<file path="config.mk">
export PLATFORM = sky130hd
export DESIGN_NAME = vector_seq_ctrl
export DESIGN_NICKNAME = d
export VERILOG_FILES = /design/src/rtl/vector_seq_pkg.sv /design/src/rtl/sat_counter.sv /design/src/rtl/vector_seq_ctrl.sv
export SDC_FILE = /design/constraint.sdc
export NUM_CORES = 1
export LEC_CHECK = 0
export CELL_PAD_IN_SITES_DETAIL_PLACEMENT = 0
export CELL_PAD_IN_SITES_GLOBAL_PLACEMENT = 2
export CORE_ASPECT_RATIO = 0.6
export CORE_MARGIN = 3
export CORE_UTILIZATION = 27
export DETAILED_ROUTE_END_ITERATION = 12
export PLACE_DENSITY = 0.78
export SLEW_MARGIN = 15
export SYNTH_ARGS = -nofsm -noshare
export SYNTH_HDL_FRONTEND = slang
export SYNTH_SLANG_ARGS = --single-unit
</file>
<file path="constraint.sdc">
create_clock -name clk -period 2.02 [get_ports clk]
set_input_delay 0.404 -clock clk [delete_from_list [all_inputs] [get_ports clk]]
set_output_delay 0.404 -clock clk [all_outputs]
set_load 0.005 [all_outputs]
</file>
<file path="src/rtl/vector_seq_pkg.sv">
// Shared types and default widths for the test-vector sequencer.
package vector_seq_pkg;

    localparam int unsigned SETTLE_W   = 8;
    localparam int unsigned DEF_IN_W   = 6;
    localparam int unsigned DEF_OUT_W  = 7;
    localparam int unsigned DEF_SETTLE = 2;
    localparam int unsigned DEF_CNT_W  = 16;

    typedef enum logic [2:0] {
        StIdle,
        StLoad,
        StSettle,
        StReport,
        StDone
    } seq_state_e;

endpackage

</file>
<file path="src/rtl/sat_counter.sv">
// Saturating up-counter with synchronous clear; clear wins over increment.
module sat_counter
    import vector_seq_pkg::*;
#(
    parameter int unsigned CNT_W = DEF_CNT_W
) (
    input  logic             clk,
    input  logic             rst_n,
    input  logic             inc,
    input  logic             clr,
    output logic [CNT_W-1:0] out
);

    logic [CNT_W-1:0] r_cnt;

    always_ff @(posedge clk or negedge rst_n) begin
        if (!rst_n) begin
            r_cnt <= '0;
        end else if (clr) begin
            r_cnt <= '0;
        end else if (inc && (r_cnt != {CNT_W{1'b1}})) begin
            r_cnt <= r_cnt + 1'b1;
        end
    end

    assign out = r_cnt;

endmodule

</file>
<file path="src/rtl/vector_seq_ctrl.sv">
// Test-vector sequencer: drives stimulus onto a CUT, waits a settle time, then
// compares masked CUT outputs against expected values and reports the result.
module vector_seq_ctrl
    import vector_seq_pkg::*;
#(
    parameter int unsigned IN_W   = DEF_IN_W,
    parameter int unsigned OUT_W  = DEF_OUT_W,
    parameter int unsigned SETTLE = DEF_SETTLE,
    parameter int unsigned CNT_W  = DEF_CNT_W
) (
    input  logic             clk,
    input  logic             rst_n,
    input  logic             start,
    input  logic             abort,
    input  logic             vec_valid,
    output logic             vec_ready,
    input  logic [IN_W-1:0]  vec_in,
    input  logic [OUT_W-1:0] vec_exp,
    input  logic [OUT_W-1:0] vec_mask,
    input  logic             vec_last,
    output logic [IN_W-1:0]  dut_in,
    input  logic [OUT_W-1:0] dut_out,
    output logic             res_valid,
    input  logic             res_ready,
    output logic             res_fail,
    output logic [OUT_W-1:0] res_diff,
    output logic             busy,
    output logic             done,
    output logic [CNT_W-1:0] vec_count,
    output logic [CNT_W-1:0] err_count
);

    seq_state_e          r_state;
    logic [SETTLE_W-1:0] r_settle_cnt;
    logic [IN_W-1:0]     r_dut_in;
    logic [OUT_W-1:0]    r_exp;
    logic [OUT_W-1:0]    r_mask;
    logic                r_last;
    logic [OUT_W-1:0]    r_res_diff;
    logic                r_res_fail;
    logic                r_res_valid;
    logic                r_done;

    logic [OUT_W-1:0]    w_diff;
    logic                w_sample;
    logic                w_clr;

    assign w_diff   = (dut_out ^ r_exp) & r_mask;
    assign w_sample = (r_state == StSettle) && (r_settle_cnt == '0) && !abort;
    assign w_clr    = start && !abort && ((r_state == StIdle) || (r_state == StDone));

    always_ff @(posedge clk or negedge rst_n) begin
        if (!rst_n) begin
            r_state      <= StIdle;
            r_settle_cnt <= '0;
            r_dut_in     <= '0;
            r_exp        <= '0;
            r_mask       <= '0;
            r_last       <= 1'b0;
            r_res_diff   <= '0;
            r_res_fail   <= 1'b0;
            r_res_valid  <= 1'b0;
            r_done       <= 1'b0;
        end else if (abort) begin
            // Counters, dut_in and the last result are deliberately kept.
            r_state     <= StIdle;
            r_res_valid <= 1'b0;
            r_done      <= 1'b0;
        end else begin
            case (r_state)
                StIdle, StDone: begin
                    if (start) begin
                        r_state <= StLoad;
                        r_done  <= 1'b0;
                    end
                end
                StLoad: begin
                    if (vec_valid) begin
                        r_dut_in     <= vec_in;
                        r_exp        <= vec_exp;
                        r_mask       <= vec_mask;
                        r_last       <= vec_last;
                        r_settle_cnt <= SETTLE_W'(SETTLE - 1);
                        r_state      <= StSettle;
                    end
                end
                StSettle: begin
                    if (r_settle_cnt == '0) begin
                        r_res_diff  <= w_diff;
                        r_res_fail  <= |w_diff;
                        r_res_valid <= 1'b1;
                        r_state     <= StReport;
                    end else begin
                        r_settle_cnt <= r_settle_cnt - 1'b1;
                    end
                end
                StReport: begin
                    if (res_ready) begin
                        r_res_valid <= 1'b0;
                        if (r_last) begin
                            r_state <= StDone;
                            r_done  <= 1'b1;
                        end else begin
                            r_state <= StLoad;
                        end
                    end
                end
                default: r_state <= StIdle;
            endcase
        end
    end

    sat_counter #(
        .CNT_W (CNT_W)
    ) u_vec_cnt (
        .clk   (clk),
        .rst_n (rst_n),
        .inc   (w_sample),
        .clr   (w_clr),
        .out   (vec_count)
    );

    sat_counter #(
        .CNT_W (CNT_W)
    ) u_err_cnt (
        .clk   (clk),
        .rst_n (rst_n),
        .inc   (w_sample && (|w_diff)),
        .clr   (w_clr),
        .out   (err_count)
    );

    assign vec_ready = (r_state == StLoad) && !abort;
    assign busy      = (r_state != StIdle) && (r_state != StDone);
    assign dut_in    = r_dut_in;
    assign res_valid = r_res_valid;
    assign res_fail  = r_res_fail;
    assign res_diff  = r_res_diff;
    assign done      = r_done;

endmodule

</file>
== Word-level counts from Yosys, hierarchy flattened ==
Cells that the tools add are included.
Operators by class
  add/subtract/negate cells: 3
  $mul: 0
  div/mod/pow operators: 0
  magnitude comparators: 0
  equality and inequality tests: 14
  shift-type cells: 0
  muxes and demuxes: 23
  bitwise logic cells: 3
  reduce and logical (&&, ||, !) cells: 27
Operators with widths (count)
  $mux W16: 4
  $add A16 B1 Y16 const B: 2
  $ne A16 B16 Y1 const B: 2
  $mux W3: 6
  $mux W8: 2
  $pmux W8 S2: 1
  $ne A3 B3 Y1 const B: 5
  $pmux W3 S4: 1
  $reduce_and A4 Y1: 3
  $logic_and A1 B1 Y1: 9
  $reduce_and A3 Y1: 3
  $reduce_bool A3 Y1: 3
  $logic_not A8 Y1: 1
  $sub A8 B1 Y8 const B: 1
  $and A7 B7 Y7: 1
  $mux W1: 7
  $reduce_or A7 Y1: 1
  $xor A7 B7 Y7: 1
  $eq A3 B2 Y1 const B: 2
  $reduce_bool A2 Y1: 3
  $ne A2 B2 Y1 const B: 2
  $pmux W1 S2: 2
  $eq A3 B1 Y1 const B: 1
  $eq A3 B3 Y1 const B: 1
  other kinds (6): 6
Word-level totals
  flip-flop bits (word level): 74
  bits in latches: 0
  memory bits (writable): 0
  memory bits (read-only): 0
  input bits: 34
  output and inout bits: 50
  memories kept: 0

== Longest topological paths before layout ==
  depth after elaboration: 7
  gate-level depth with buffers: 9
  gate-level depth less buffers: 7

== Cells and area by module ==
From an unflattened synthesis, not the netlist that was laid out.
Second synthesis, totals
  cells, all modules: 418
  area total of the unflattened synthesis: 3935.0 µm²
By module, submodules not included
  vector_seq_ctrl: times used 1, cells an instance 222, area each 2050.7 µm²
  sat_counter: times used 2, cells an instance 98, area each 942.2 µm²

== Worst setup path after synthesis ==
OpenSTA, ideal clock, no wires.
  path type: reg2reg
  from: register r_settle_cnt[0]
  to: register u_err_cnt.r_cnt[6], in the netlist u_err_cnt.out[6]
  library setup time: 0.078 ns
  arrival time: 1.941 ns
  required time: 1.942 ns
  path slack: 0.002 ns
  stages on the path, launching flop included: 9
  buffers on the path: 1
  clock period less this slack: 2.018 ns
  path through: dfrtp_1 -> inv_1 -> ha_1 -> nor3b_1 -> nand3_1 -> or2_1 -> buf_6 -> or4_1 -> a21oi_1
Between the ends
  cells in the longest elaborated chain, start to end: 6
Ends and longest elaborated chain
  start: declaration: RTL line vector_seq_ctrl.sv:34  | logic [SETTLE_W-1:0] r_settle_cnt;
  start signal: assignment: RTL line vector_seq_ctrl.sv:83  | r_settle_cnt <= SETTLE_W'(SETTLE - 1);
  start signal: assignment: RTL line vector_seq_ctrl.sv:94  | r_settle_cnt <= r_settle_cnt - 1'b1;
  $logic_not A8 Y1: RTL line vector_seq_ctrl.sv:49  | assign w_sample = (r_state == StSettle) && (r_settle_cnt == '0) && !abort;
  $logic_and A1 B1 Y1 (2 in a row): RTL line vector_seq_ctrl.sv:49
  $logic_and A1 B1 Y1: RTL line vector_seq_ctrl.sv:128  | .inc (w_sample && (|w_diff)),
  $logic_and A1 B1 Y1: RTL line sat_counter.sv:21  | end else if (inc && (r_cnt != {CNT_W{1'b1}})) begin
  $reduce_bool A2 Y1 (no line)
  end signal: assignment: RTL line sat_counter.sv:22  | r_cnt <= r_cnt + 1'b1;
  end: declaration: RTL line sat_counter.sv:14  | logic [CNT_W-1:0] r_cnt;
No other way between the ends.
A chain may end at the register's enable or synchronous reset.

== Worst setup path in the final report ==
  from: register r_state[0]
  to: register u_err_cnt.r_cnt[6], in the netlist u_err_cnt.out[6]
Between the ends
  cells in the longest elaborated chain, start to end: 6
Ends and longest elaborated chain
  start: declaration: RTL line vector_seq_ctrl.sv:33  | seq_state_e r_state;
  start signal: assignment: RTL line vector_seq_ctrl.sv:54  | r_state <= StIdle;
  start signal: assignment: RTL line vector_seq_ctrl.sv:66  | r_state <= StIdle;
  start signal: assignment: RTL line vector_seq_ctrl.sv:73  | r_state <= StLoad;
  $eq A3 B2 Y1: RTL line vector_seq_ctrl.sv:49
  $logic_and A1 B1 Y1 (2 in a row): RTL line vector_seq_ctrl.sv:49
  $logic_and A1 B1 Y1: RTL line vector_seq_ctrl.sv:128
  $logic_and A1 B1 Y1: RTL line sat_counter.sv:21
  $reduce_bool A2 Y1 (no line)
Several ways; a longest one is shown, not always the timed one.

==> impl_metrics.yaml <==
outcome:
  status: "completed"
worst_setup_path:
  rr_startpoint: "r_state[0]"
  critPathTopFamily: "simple AND/OR/NAND/NOR gates"
  critPathBufInv: 2
  cp_slowest_stage_delay_ns: 0.47
  cp_max_fo: 4
  worstPathArrival_ns: 2.28
  cp.required_ns: 2.29
  reg2reg_depth: 7
  worstSetupPathType: "reg2reg"
  cpMostUsedCell: "buf_6"
  reg2reg_setup_slack_ns: 0.004
  crit_chain: "buf_6, nor4b_4, nand3_2, or2_1, buf_6, or4_4, a21oi_2"
  critPathCaptureType: "register"
  crit_path_start_kind: "register"
  crit_slowest_cell: "or4_4"
  r2r_end: "u_err_cnt.out[6]"
clocking:
  clk_latency_ns: 0.34
  htreeDepth: 3
  clk_pin_slew_worst_paths_ns: 0.06
  cts.sinks: 74
  cts_hold_buf: 0
  clk_path_buf_depth: 2
  cts_made_buffers: 9
  root_buffer: "clkbuf_16"
  cts_tree: "built"
timing:
  finalHoldViolations: 0
  fin_skew_ns: 0.007740
  slew_viol_final: 0
  fin_setup_tns_ns: 0
  rsz0062_at_grt: "yes"
  hold_ws_ns: 0.02958
  finalSetupViolCount: 0
  tightest_slew_ns: 0.5847
  relSlewSlack: 0.6090
  timing.final.crit_share: 0.9978
  fin_crit_ns: 2.016
  max_clock_freq_ghz: 0.4961
cells_and_area:
  regArea_um2: 1854
  final_nets: 603
  multi_input_area_um2: 1981
  n_antenna_cell: 0
  area_growth_pct: 55.53
  fillers: 1268
  drive_above_1_share: 0.2316
  utilization: 0.4432
place:
  routabilityCongestion: 0.8065
  hpwl_mm: 8.314
  portBuffers: 83
route:
  routedWlPerCell_um: 15.02
  dr.pass1.iters: 5
  totalWireLength_mm: 11.12
  routed_via_density: 4.795
  drt_iter0_drc: 143
  vias: 3548
  ant_nets: 0
  dr.max_layer_used: "met4"
  wl_met2_mm: 4.447
  wl_met3_um: 904
  drc: 0
  wl_met1_mm: 5.663
logic_synthesis:
  synth_top_area_frac: 0.4919
  syn_nets: 449
  synthFlopType: "dfrtp_1"
  synth_top_area_cell: "dfrtp_1"
  synthCells: 411
  synth_most_common_cell: "nand2_1"
  synth_common_cells: "106 x nand2_1, 74 x dfrtp_1, 30 x nor2_1"
  syn_avg_cell_area_um2: 9.160
  synth_area_um2: 3765
  synth_cell_types: 53
  async_reset_ff_frac: 1.000
  netlist_top_cells_area: "dfrtp_1 49%, nand2_1 11%, xor2_1 3.5%"
  ys_seq_elements: 74
  yosysSeqAreaShare: 0.4919
  synth-edff-count: 0
  ys_warn_count: 0
floorplanning:
  core_um2: 13210
  die_w_um: 158.4
  die_h_um: 97.47
  start_util: 0.2849
  pin_count: 84
  die-area_um2: 15440
  placement_rows: 32
pwr:
  p_per_area_nw_per_um2: 1031
  internal_power_mw: 4.019
  sequentialPowerShare: 0.355
  total_power_mw: 6.038
  pwr-share-comb: 0.392
  net-switching-power_mw: 2.019
  irDropWorstVdd_v: 0.0004769
  p_sw_frac: 0.3344
  power_frac_clock: 0.253
  p_leak_nw: 2.632
grt:
  grt_max_degree: 35
  grt_pass1_vias: 3466
  grt.overflow.total: 0
  antenna_found_initial: 0
  grt_pass1_wl_mm: 18.31
  grt_usage: 0.1507
min_path:
  hold_class: "in2async"
run:
  maxCapViolations: 0
-- final cells by class --
class | count | area share
well taps | 170 | 0.03632
flip-flops and latches | 74 | 0.3167
repair buffers | 161 | 0.2566
multi-input cells | 313 | 0.3382
clock buffers | 12 | 0.04380
inverters | 6 | 0.003846
clock inverters | 4 | 0.004487
-- power by group through the flow --
| stage | sequential [mW] | clock, mW | combinational [mW] |
|---|---|---|---|
| floorplan | 2.11 | 0 | 0.909 |
| global placement | 2.12 | 0 | 2.08 |
| detailed placement | 2.13 | 0 | 2.12 |
| CTS | 2.13 | 1.57 | 2.30 |
| global route | 2.19 | 1.65 | 2.61 |
| finish | 2.14 | 1.53 | 2.37 |
-- metrics by stage --
stage                     setup WS, ns  cells  area [µm²]
after CTS                     -0.03350    736        5736
after floorplan               0.001614    411        3765
after detailed placement       -0.6057    715        5301
after global routing          -0.07493    740        5856
final                         0.004394    740        5856
after global placement         -0.5880    715        5301
-- flip-flops by register name, indices dropped and copies added, names as in the netlist --
| name | cells |
|---|---|
| u_vec_cnt.out | 16 |
| done | 1 |
| r_last | 1 |
| dut_in | 6 |
| res_diff | 7 |
| u_err_cnt.out | 16 |
| r_state | 3 |
| res_fail | 1 |
| r_mask | 7 |
| r_exp | 7 |
| res_valid | 1 |
| r_settle_cnt | 8 |
-- logic make-up (layout without fill, tap and decap cells) --
kind of cell | count (synthesis) | count (layout) | synth area share
AOI/OAI and AO/OA | 52 | 52 | 0.09405
xor gates and xnor gates | 24 | 24 | 0.05583
adders and majority gates | 4 | 4 | 0.01329
buffers and inverters | 24 | 183 | 0.02858
DFF | 74 | 74 | 0.4919
muxes | 7 | 7 | 0.01894
and+or+nand+nor | 226 | 226 | 0.2974
-- layer usage --
| layer | track usage | vias to the layer above |
|---|---|---|
| met5 | 0 | - |
| met4 | 0.03305 | 0 |
| met3 | 0.06008 | 10 |
| met2 | 0.1995 | 99 |
| met1 | 0.2280 | 1692 |
| li1 | - | 1747 |
-- worst max path at each step --
stage	from	endpoint	cells past startpoint	slack, ns
after floorplan	r_settle_cnt[0]	u_err_cnt.out[6]	8	0.002
after global placement	abort	u_vec_cnt.out[6]	7	-0.59
after detailed placement	abort	u_vec_cnt.out[6]	7	-0.61
after CTS	r_state[0]	u_err_cnt.out[6]	7	-0.03
after global routing	r_settle_cnt[0]	u_err_cnt.out[6]	8	-0.07
final	r_state[0]	u_err_cnt.out[6]	7	0.004
-- cells in the final DEF (no fill, tap or decap), types with 8 or more instances in the layout --
master	Yosys	final
a21oi_1	10	8
clkbuf_16	0	9
dfrtp_1	74	72
xnor2_1	9	9
buf_4	0	67
nor3_1	13	13
xor2_1	15	13
nor2_1	30	30
nand2_1	106	106
nand4_1	11	11
clkdlybuf4s50_1	0	78
o21ai_0	15	15
nand3_1	16	15
-- what timing repair did --
| action | 4_1_cts | 5_1_grt |
|---|---|---|
| setup buffers | 5 | 4 |
| setup endpoints to repair | 36 | 26 |
| pin swaps | 9 | 5 |
| gates resized for setup | 25 | 23 |
Note: power is estimated with default switching activity, not from simulation.
